`config.mk`:
```
export PLATFORM = sky130hd
export DESIGN_NAME = router_output_arbiter
export DESIGN_NICKNAME = d
export VERILOG_FILES = /design/src/rtl/router_pkg.sv /design/src/rtl/rr_picker.sv /design/src/rtl/router_output_arbiter.sv
export SDC_FILE = /design/constraint.sdc
export NUM_CORES = 1
export LEC_CHECK = 0
export CAP_MARGIN = 20
export CELL_PAD_IN_SITES_DETAIL_PLACEMENT = 0
export CELL_PAD_IN_SITES_GLOBAL_PLACEMENT = 2
export CORE_ASPECT_RATIO = 1.2
export CORE_MARGIN = 4
export CORE_UTILIZATION = 21
export DETAILED_ROUTE_END_ITERATION = 12
export GPL_TIMING_DRIVEN = 0
export PLACE_DENSITY_LB_ADDON = 0.08
export SLEW_MARGIN = 20
export SYNTH_ARGS = -nofsm -noshare
export SYNTH_HDL_FRONTEND = slang
export SYNTH_SLANG_ARGS = --single-unit
```
`constraint.sdc`:
```
create_clock -name clk -period 5.3 [get_ports clk]
set_input_delay 0.795 -clock clk [delete_from_list [all_inputs] [get_ports clk]]
set_output_delay 0.795 -clock clk [all_outputs]
set_load 0.02 [all_outputs]
```
`src/rtl/router_pkg.sv`:
```
// Shared definitions for the router output arbiter: FSM states, VC codes, defaults.
package router_pkg;

    typedef enum logic {
        IDLE = 1'b0,
        SEND = 1'b1
    } arb_state_t;

    localparam logic VC1 = 1'b1;
    localparam logic VC2 = 1'b0;

    localparam int DEF_NUM_IN = 5;
    localparam int DEF_DATA_W = 64;

    // Pointer width that stays legal even for a single-input build.
    function automatic int ptr_width(input int n);
        return (n > 1) ? $clog2(n) : 1;
    endfunction

endpackage

```
`src/rtl/rr_picker.sv`:
```
// Combinational round-robin search: first eligible index at or above start, wrapping to 0.
module rr_picker
    import router_pkg::*;
#(
    parameter int NUM_IN = DEF_NUM_IN,
    parameter int PTR_W  = ptr_width(DEF_NUM_IN)
) (
    input  logic [NUM_IN-1:0] eligible,
    input  logic [PTR_W-1:0]  start,
    output logic [NUM_IN-1:0] winner_onehot,
    output logic [PTR_W-1:0]  winner_idx,
    output logic              any_valid
);

    int               pos;
    logic [PTR_W-1:0] idx;

    always_comb begin
        winner_onehot = '0;
        winner_idx    = '0;
        any_valid     = 1'b0;
        pos           = 0;
        idx           = '0;
        for (int k = 0; k < NUM_IN; k++) begin
            pos = int'(start) + k;
            if (pos >= NUM_IN) begin
                pos = pos - NUM_IN;
            end
            idx = PTR_W'(pos);
            if (!any_valid && eligible[idx]) begin
                any_valid          = 1'b1;
                winner_onehot[idx] = 1'b1;
                winner_idx         = idx;
            end
        end
    end

endmodule

```
`src/rtl/router_output_arbiter.sv`:
```
// One router output port: per-VC round-robin arbitration with a single registered flit stage.
// Optional stall counter output enabled by defining ROUTER_ARB_STALL_CNT_EN.
module router_output_arbiter
    import router_pkg::*;
#(
    parameter int NUM_IN = DEF_NUM_IN,
    parameter int DATA_W = DEF_DATA_W
) (
    input  logic                     clk,
    input  logic                     reset,
    input  logic [NUM_IN-1:0]        req,
    input  logic [NUM_IN-1:0]        req_vc,
    input  logic [NUM_IN*DATA_W-1:0] data_in,
    input  logic                     polarity,
    input  logic                     ready,
    output logic [NUM_IN-1:0]        grant,
    output logic                     out_valid,
    output logic [DATA_W-1:0]        data_out,
    output logic                     out_vc
`ifdef ROUTER_ARB_STALL_CNT_EN
    ,
    output logic [15:0]              stall_cnt
`endif
);

    localparam int PTR_W = ptr_width(NUM_IN);

    arb_state_t        state_reg;
    logic [DATA_W-1:0] data_out_reg;
    logic              out_vc_reg;
    logic [PTR_W-1:0]  rr_ptr_reg [2];

    logic [DATA_W-1:0] flit_arr [NUM_IN];
    logic [NUM_IN-1:0] eligible;
    logic [NUM_IN-1:0] win_onehot;
    logic [PTR_W-1:0]  win_idx;
    logic [PTR_W-1:0]  ptr_next;
    logic              any_valid;
    logic              capture;

    generate
        for (genvar gi = 0; gi < NUM_IN; gi++) begin : g_in
            assign eligible[gi] = req[gi] & (req_vc[gi] == polarity);
            assign flit_arr[gi] = data_in[gi*DATA_W +: DATA_W];
        end
    endgenerate

    rr_picker #(
        .NUM_IN (NUM_IN),
        .PTR_W  (PTR_W)
    ) u_rr_picker (
        .eligible      (eligible),
        .start         (rr_ptr_reg[polarity]),
        .winner_onehot (win_onehot),
        .winner_idx    (win_idx),
        .any_valid     (any_valid)
    );

    // A held flit blocks capture until it drains; reset masks the grant combinationally.
    assign capture   = reset & any_valid & ((state_reg == IDLE) | ready);
    assign grant     = capture ? win_onehot : '0;
    assign ptr_next  = (win_idx == PTR_W'(NUM_IN - 1)) ? '0 : win_idx + 1'b1;
    assign out_valid = (state_reg == SEND);
    assign data_out  = data_out_reg;
    assign out_vc    = out_vc_reg;

    always_ff @(posedge clk or negedge reset) begin
        if (!reset) begin
            state_reg     <= IDLE;
            data_out_reg  <= '0;
            out_vc_reg    <= VC2;
            rr_ptr_reg[0] <= '0;
            rr_ptr_reg[1] <= '0;
        end else if (capture) begin
            data_out_reg         <= flit_arr[win_idx];
            out_vc_reg           <= req_vc[win_idx];
            rr_ptr_reg[polarity] <= ptr_next;
            state_reg            <= SEND;
        end else if ((state_reg == SEND) && ready) begin
            data_out_reg <= '0;
            out_vc_reg   <= VC2;
            state_reg    <= IDLE;
        end
    end

`ifdef ROUTER_ARB_STALL_CNT_EN
    logic [15:0] stall_cnt_reg;

    always_ff @(posedge clk or negedge reset) begin
        if (!reset) begin
            stall_cnt_reg <= '0;
        end else if ((state_reg == SEND) && !ready && (stall_cnt_reg != 16'hFFFF)) begin
            stall_cnt_reg <= stall_cnt_reg + 16'd1;
        end
    end

    assign stall_cnt = stall_cnt_reg;
`endif

endmodule

```
==> results of run 1 <==
cell usage after synthesis (all sizes together) (7+ instances only):
master / instances / area share, %
a32oi: 66 / 8.6
ha: 9 / 1.7
mux2: 74 / 12
nor2: 29 / 1.6
buf: 40 / 4.3
clkbuf: 22 / 1.2
mux2i: 135 / 20
nand3: 9 / 0.67
dfrtp: 72 / 27
nand2: 20 / 1.2
xnor2: 7 / 1.1
a21oi: 20 / 1.5
o21ai: 75 / 5.7
area by class of cell:
type                       instances  area share (%)
clock buffer                      12            2.16
clock inverter                     4           0.642
multi-input combinational        547            38.9
timing repair buffer             424            35.4
buffer                            62            3.30
sequential                        72            15.1
tap                              401            4.22
inverter                           6           0.252
stage by stage:
stage               hold slack, ps  worst slack (ps)
global route                   395              4.58
floorplan                      452               416
CTS                            378              18.4
finish                         374               130
detailed placement             469             -1010
global placement               464             -1470
what timing repair did:
item | in CTS | in global routing
buffers inserted | 9 | 11
endpoints found under the setup margin | 70 | 5
resized for setup | 31 | 30
pin swaps | 5 | 5
cells in the final DEF, fill, tap and decap left out, drive strengths merged, types with 6 or more instances in the layout:
master / Yosys / final
clkdlybuf4s50: 0 / 397
xnor2: 7 / 7
buf: 40 / 62
nand2: 20 / 20
nand3: 9 / 9
nor2: 29 / 29
a32oi: 66 / 66
nor3: 6 / 6
ha: 9 / 9
mux2: 74 / 74
mux2i: 135 / 135
o21ai: 75 / 75
a211o: 6 / 6
a21oi: 20 / 20
clkbuf: 22 / 37
and2: 6 / 6
dfrtp: 72 / 72
kinds of logic after synthesis:
group | Yosys count
AO/OA/AOI/OAI | 222
XOR/XNOR | 7
buffers and inverters | 68
AND/OR/NAND/NOR | 99
adder cells (fa/ha/maj) | 9
flip-flops | 72
multiplexers | 210
layer usage:
layer / GRT usage (%) / up-vias / wire [um]
met1: 22.5 / 3624 / 13500
met3: 5.43 / 46 / 2610
met5: 0 / - / 52
met2: 39.7 / 265 / 20700
li1: - / 3583 / -
met4: 3.91 / 6 / 602
critical path, stage by stage:
cell and delay, ps:
buf_6 110, mux2_4 330, inv_2 80, buf_2 250, ha_1 340, a2111oi_1 420, a311o_1 310, nand3_1 140
and4_1 290, or2_2 350, o31ai_4 300, nand2b_4 240, nor2_1 80, dlygate4sd2_1 330
worst max path at each step:
stage,start,to,cells after the start,slack [ps]
after CTS,polarity,grant[4],17,20
final,polarity,grant[3],14,130
after global placement,reset,grant[1],5,-1470
after detailed placement,polarity,grant[4],15,-1010
after floorplan,polarity,grant[1],13,420
after global routing,polarity,grant[3],16,5
==> results by group, run 1 <==
Synth
  • YS warnings: 0
  • Mux contribution to synthesized area: around a third
  • Post-Syn Area: 6700 sq um
  • Seq/Total Area, Yosys: between 20% and 30%
  • Post-Synth Simple-Gate Area: approximately 7.5%
  • Async SR Flop Fraction: 100%
  • Main combinational cell family by area after synthesis: multiplexers
  • EDFF count, synth: 0
  • Adder-cell area share of the yosys netlist: 1.68%
  • Unique masters post-synth: 75
  • Seq cells post-synth: ~70
  • Syn Area/Cell: around 9.8 sq um
  • Xor and xnor area share after synthesis: under 10%
  • Main synth FF type: dfrtp_1
  • Syn nets: 1030
  • Compound-Gate Fraction of Synth Area: about a quarter
  • Mapped Cells: between 600 and 700

Critical path
  • Reg-to-Reg Start: rr_ptr_reg[3]
  • Crit Path Max Fanout: 10
  • Worst reg2reg path depth: 16
  • Worst Setup Start Kind: input pin
  • Crit path capture type: primary output
  • Critical path arrival: around 4400 ps
  • RR Endpoint: data_out[24]
  • Reg2Reg Setup Slack: between 600 and 700 ps
  • CP required: 4510 ps
  • Critical path type: input pin to primary output

Clock tree
  • Clk sinks: 72
  • Max H-tree Level: 3
  • Clock buffer depth: 2
  • Worst-path clk slew: 60 ps
  • CTS tree: done
  • Worst skew pair latency: roughly 340 ps
  • Num CTS Buffers: 9
  • Cts-stage hold buffer count: 0
  • Root Buffer: clkbuf_16

Drt
  • Final WL: approximately 37 mm
  • Vias per inst: between 4 and 5
  • Antenna-violating nets left: 0
  • Post-DR wirelength/cell: approximately 24 um
  • Initial DRC Count: ~470
  • Router iterations before antenna repair: 4
  • DR vias: 7524
  • Post-route DRC: 0

Layout
  • Max reg flops: 64
  • ANT cells: 0
  • Sequential cell area: 1800 sq um
  • Nets: between 1000 and 1500
  • Layout cells sized above 1: 16.7%
  • Fillcell total: about 3300
  • Area of the multi-input gates: about 4600 sq um
  • Fin util: 37.8%
  • Final cell count without fillers: between 1500 and 2000
  • Synth-to-layout area growth: 77.5%
  • Fin area: 11900 sq um

Global routing
  • Initial antenna violation count: 4
  • Number of global-route vias before repair: 8012
  • Remaining global-route overflow: 0
  • Tot GR Track Use: 20.6%
  • Pin count of the biggest net entering global routing: 49
  • First-pass GRT wire length: 53.4 mm

Placed design
  • Routability Congestion: between 0.8 and 0.9
  • IO Port Bufs: a little over 400
  • Area after DPL: about 11000 sq um
  • Hpwl dp: slightly above 30 mm
  • Placed Instances: ~1500

STA
  • Total Neg Setup Slack: 0 ps
  • Final setup fails: 0
  • Final period util: between 90% and 100%
  • Final hold viol count: 0
  • Worst slew pin tran: about 670 ps
  • Final clock skew: between 8 and 9 ps
  • Min Tclk post-route: 5170 ps
  • Rel. slew slack: about 56%
  • RSZ-0062 raised after global routing: false
  • Max Fclk: 193 MHz
  • Final Max Tran Viols: 0

Floorplan
  • Core area: 31400 sq um
  • Ports: ~410
  • FP Rows: 71
  • Starting Density: between 20% and 30%
  • DIE AREA: ~35000 sq um
  • Die Y: about 200 um
  • Die Wd: around 170 um

Status
  • Status: completed

Run
  • Max-cap violation count: 0

Worst hold path
  • Hold WC Path Type: input pin to asynchronous set/reset pin
Power of run 1 is not shown: default switching activity piles up to over one toggle a cycle in this logic, so the estimate is an artifact.
==> run 2: changes to the inputs <==
- CORE_ASPECT_RATIO: 1.2 -> 1.5
- GPL_TIMING_DRIVEN: 0 -> 1
==> run 2 against run 1 <==
Count of clock-buffer cells in the layout stayed put. First-iteration DRC count is 42% lower. Die area grew 0.13%. Highest routed layer unchanged. Critical path type unchanged. Clock skew about the same. Critical path depth grew 2. Via count rose by 2.3%. Non-clock buffer count up 53. Register-to-register slack improved by 370 ps.
==> results by group, run 2 (synthesis results as in run 1) <==
Floorplan
  • Ports: 405 (unchanged)
  • Die Y: 227 um (was 204 um)
  • FP Rows: 79 (was 71)
  • Starting Density: 21.5% (was 21.3%)
  • DIE AREA: 34900 sq um (about the same)
  • Core area: 31200 sq um (was 31400 sq um)
  • Die Wd: 154 um (was 171 um)

Critical path
  • Critical path type: input pin to primary output (unchanged)
  • Most frequent CP cell: buf_4
  • CP required: 4510 ps (about the same)
  • Reg-to-Reg Start: rr_ptr_reg[3] (unchanged)
  • Max incr delay on CP: 410 ps (was 420 ps)
  • Worst reg2reg path depth: 19 (was 16)
  • Worst Setup Start Kind: input pin (unchanged)
  • Crit Path Max Fanout: 6 (was 10)
  • CP startpoint: polarity (unchanged)
  • Critical path arrival: 4160 ps (was 4380 ps)
  • Crit path capture type: primary output (unchanged)
  • RR Endpoint: data_out[49] (was data_out[24])
  • Crit-path cells: clkbuf_2, mux2_2, clkinv_1, ha_1, ha_2, buf_4, a21o_1, mux2i_1, nand3_1, and4_1, or2_2, o31ai_2, nand2b_1, buf_4, a31oi_1, dlygate4sd2_1 (was buf_6, mux2_4, inv_2, buf_2, ha_1, a2111oi_1, a311o_1, nand3_1, and4_1, or2_2, o31ai_4, nand2b_4, nor2_1, dlygate4sd2_1)
  • Crit-path slowest cell: mux2_2 (was a2111oi_1)
  • Reg2Reg Setup Slack: 1020 ps (was 650 ps)

Drt
  • Router iterations before antenna repair: 5 (was 4)
  • Vias per inst: 4.85 (was 4.92)
  • Final WL: 38.3 mm (was 37.4 mm)
  • Post-route DRC: 0 (unchanged)
  • Initial DRC Count: 273 (was 469)
  • Antenna-violating nets left: 0 (unchanged)
  • DR vias: 7700 (was 7524)
  • Post-DR wirelength/cell: 24.1 um (was 24.5 um)

Placed design
  • Area after DPL: 12200 sq um (was 11300 sq um)
  • Routability Congestion: 0.930 (was 0.880)
  • IO Port Bufs: 404 (was 403)
  • Hpwl dp: 32.2 mm (was 30.9 mm)

Clock tree
  • CTS tree: done (unchanged)
  • Root Buffer: clkbuf_16 (unchanged)
  • Num CTS Buffers: 9 (unchanged)
  • Max H-tree Level: 3 (unchanged)
  • Clk sinks: 72 (unchanged)
  • Worst skew pair latency: 350 ps (was 340 ps)
  • Clock buffer depth: 2 (unchanged)
  • CTS resizes: 7 (was 31)
  • Worst-path clk slew: 60 ps (about the same)
  • Cts-stage hold buffer count: 0 (unchanged)
  • Post-CTS setup buffer count: 0 (was 9)

Global routing
  • Pin count of the biggest net entering global routing: 66 (was 49)
  • Initial antenna violation count: 4 (unchanged)
  • Tot GR Track Use: 21.2% (was 20.6%)
  • Remaining global-route overflow: 0 (unchanged)
  • First-pass GRT wire length: 55.0 mm (was 53.4 mm)
  • Number of global-route vias before repair: 8314 (was 8012)

STA
  • Final setup fails: 0 (unchanged)
  • RSZ-0062 raised after global routing: false (unchanged)
  • Worst slew pin tran: 800 ps (was 667 ps)
  • Final period util: 93.5% (was 97.6%)
  • Final Max Tran Viols: 0 (unchanged)
  • Rel. slew slack: 46.7% (was 55.5%)
  • Min Tclk post-route: 4960 ps (was 5170 ps)
  • Final hold viol count: 0 (unchanged)
  • Final clock skew: 8.64 ps (was 8.87 ps)
  • Max Fclk: 202 MHz (was 193 MHz)

Layout
  • Max reg flops: 64 (unchanged)
  • Fin area: 12500 sq um (was 11900 sq um)
  • Fillcell total: 3242 (was 3277)
  • Synth-to-layout area growth: 85.9% (was 77.5%)
  • Layout cells sized above 1: 21.3% (was 16.7%)
  • Most common cell after layout, fill and taps aside: clkdlybuf4s50_1 (unchanged)
  • Commonest cells after routing, fill and taps aside: 397 x clkdlybuf4s50_1, 135 x mux2i_1, 118 x buf_4 (was 397 x clkdlybuf4s50_1, 132 x mux2i_1, 72 x dfrtp_1)
  • Nets: 1518 (was 1465)

Status
  • Status: completed (unchanged)

Run
  • Max-cap violation count: 0 (unchanged)

Worst hold path
  • Hold WC Path Type: input pin to asynchronous set/reset pin (unchanged)
-- run 2: metrics by stage --
step	setup slack, ps	cells	TNS, ps	utilization, %	hold slack [ps]
after floorplan	416	687	0	-	452
after global placement	-411	1569	-2440	39.0	460
after detailed placement	-485	1569	-6960	39.0	477
after CTS	115	1584	0	39.9	325
after global routing	152	1588	0	39.9	332
final	344	1588	0	39.9	335
-- run 2: layout make-up --
cell class                 instances  area (sq um)  share of cell area [%]
clock buffer                      12           246                    1.98
multi-input combinational        547          4570                    36.7
inverter                           6          22.5                   0.181
timing repair buffer             539          5250                    42.2
tap                              405           507                    4.07
clock inverter                     3          42.5                   0.341
sequential                        72          1800                    14.5
antenna                            4          10.0                  0.0803
-- run 2: layer usage --
| layer | routed length (um) | global-route usage (%) |
|---|---|---|
| met3 | 2340 | 5.61 |
| met1 | 13200 | 21.4 |
| met5 | 12 | 0 |
| met2 | 21600 | 41.7 |
| met4 | 1190 | 7.13 |
-- run 2: worst max path at each step --
stage | to | slack [ps]
after floorplan | grant[1] | 420
after global placement | grant[1] | -410
after detailed placement | grant[1] | -490
after CTS | grant[3] | 120
after global routing | grant[2] | 150
final | grant[2] | 340
-- run 2: critical path: cells and delay by family --
| family | cells | cell delay [ps] |
|---|---|---|
| AO/OA/AOI/OAI | 3 | 440 |
| AND/OR/NAND/NOR | 4 | 930 |
| buffers and inverters | 5 | 890 |
| multiplexers | 2 | 630 |
| adder cells (fa/ha/maj) | 2 | 470 |
Power of run 2 is left out for the same reason.
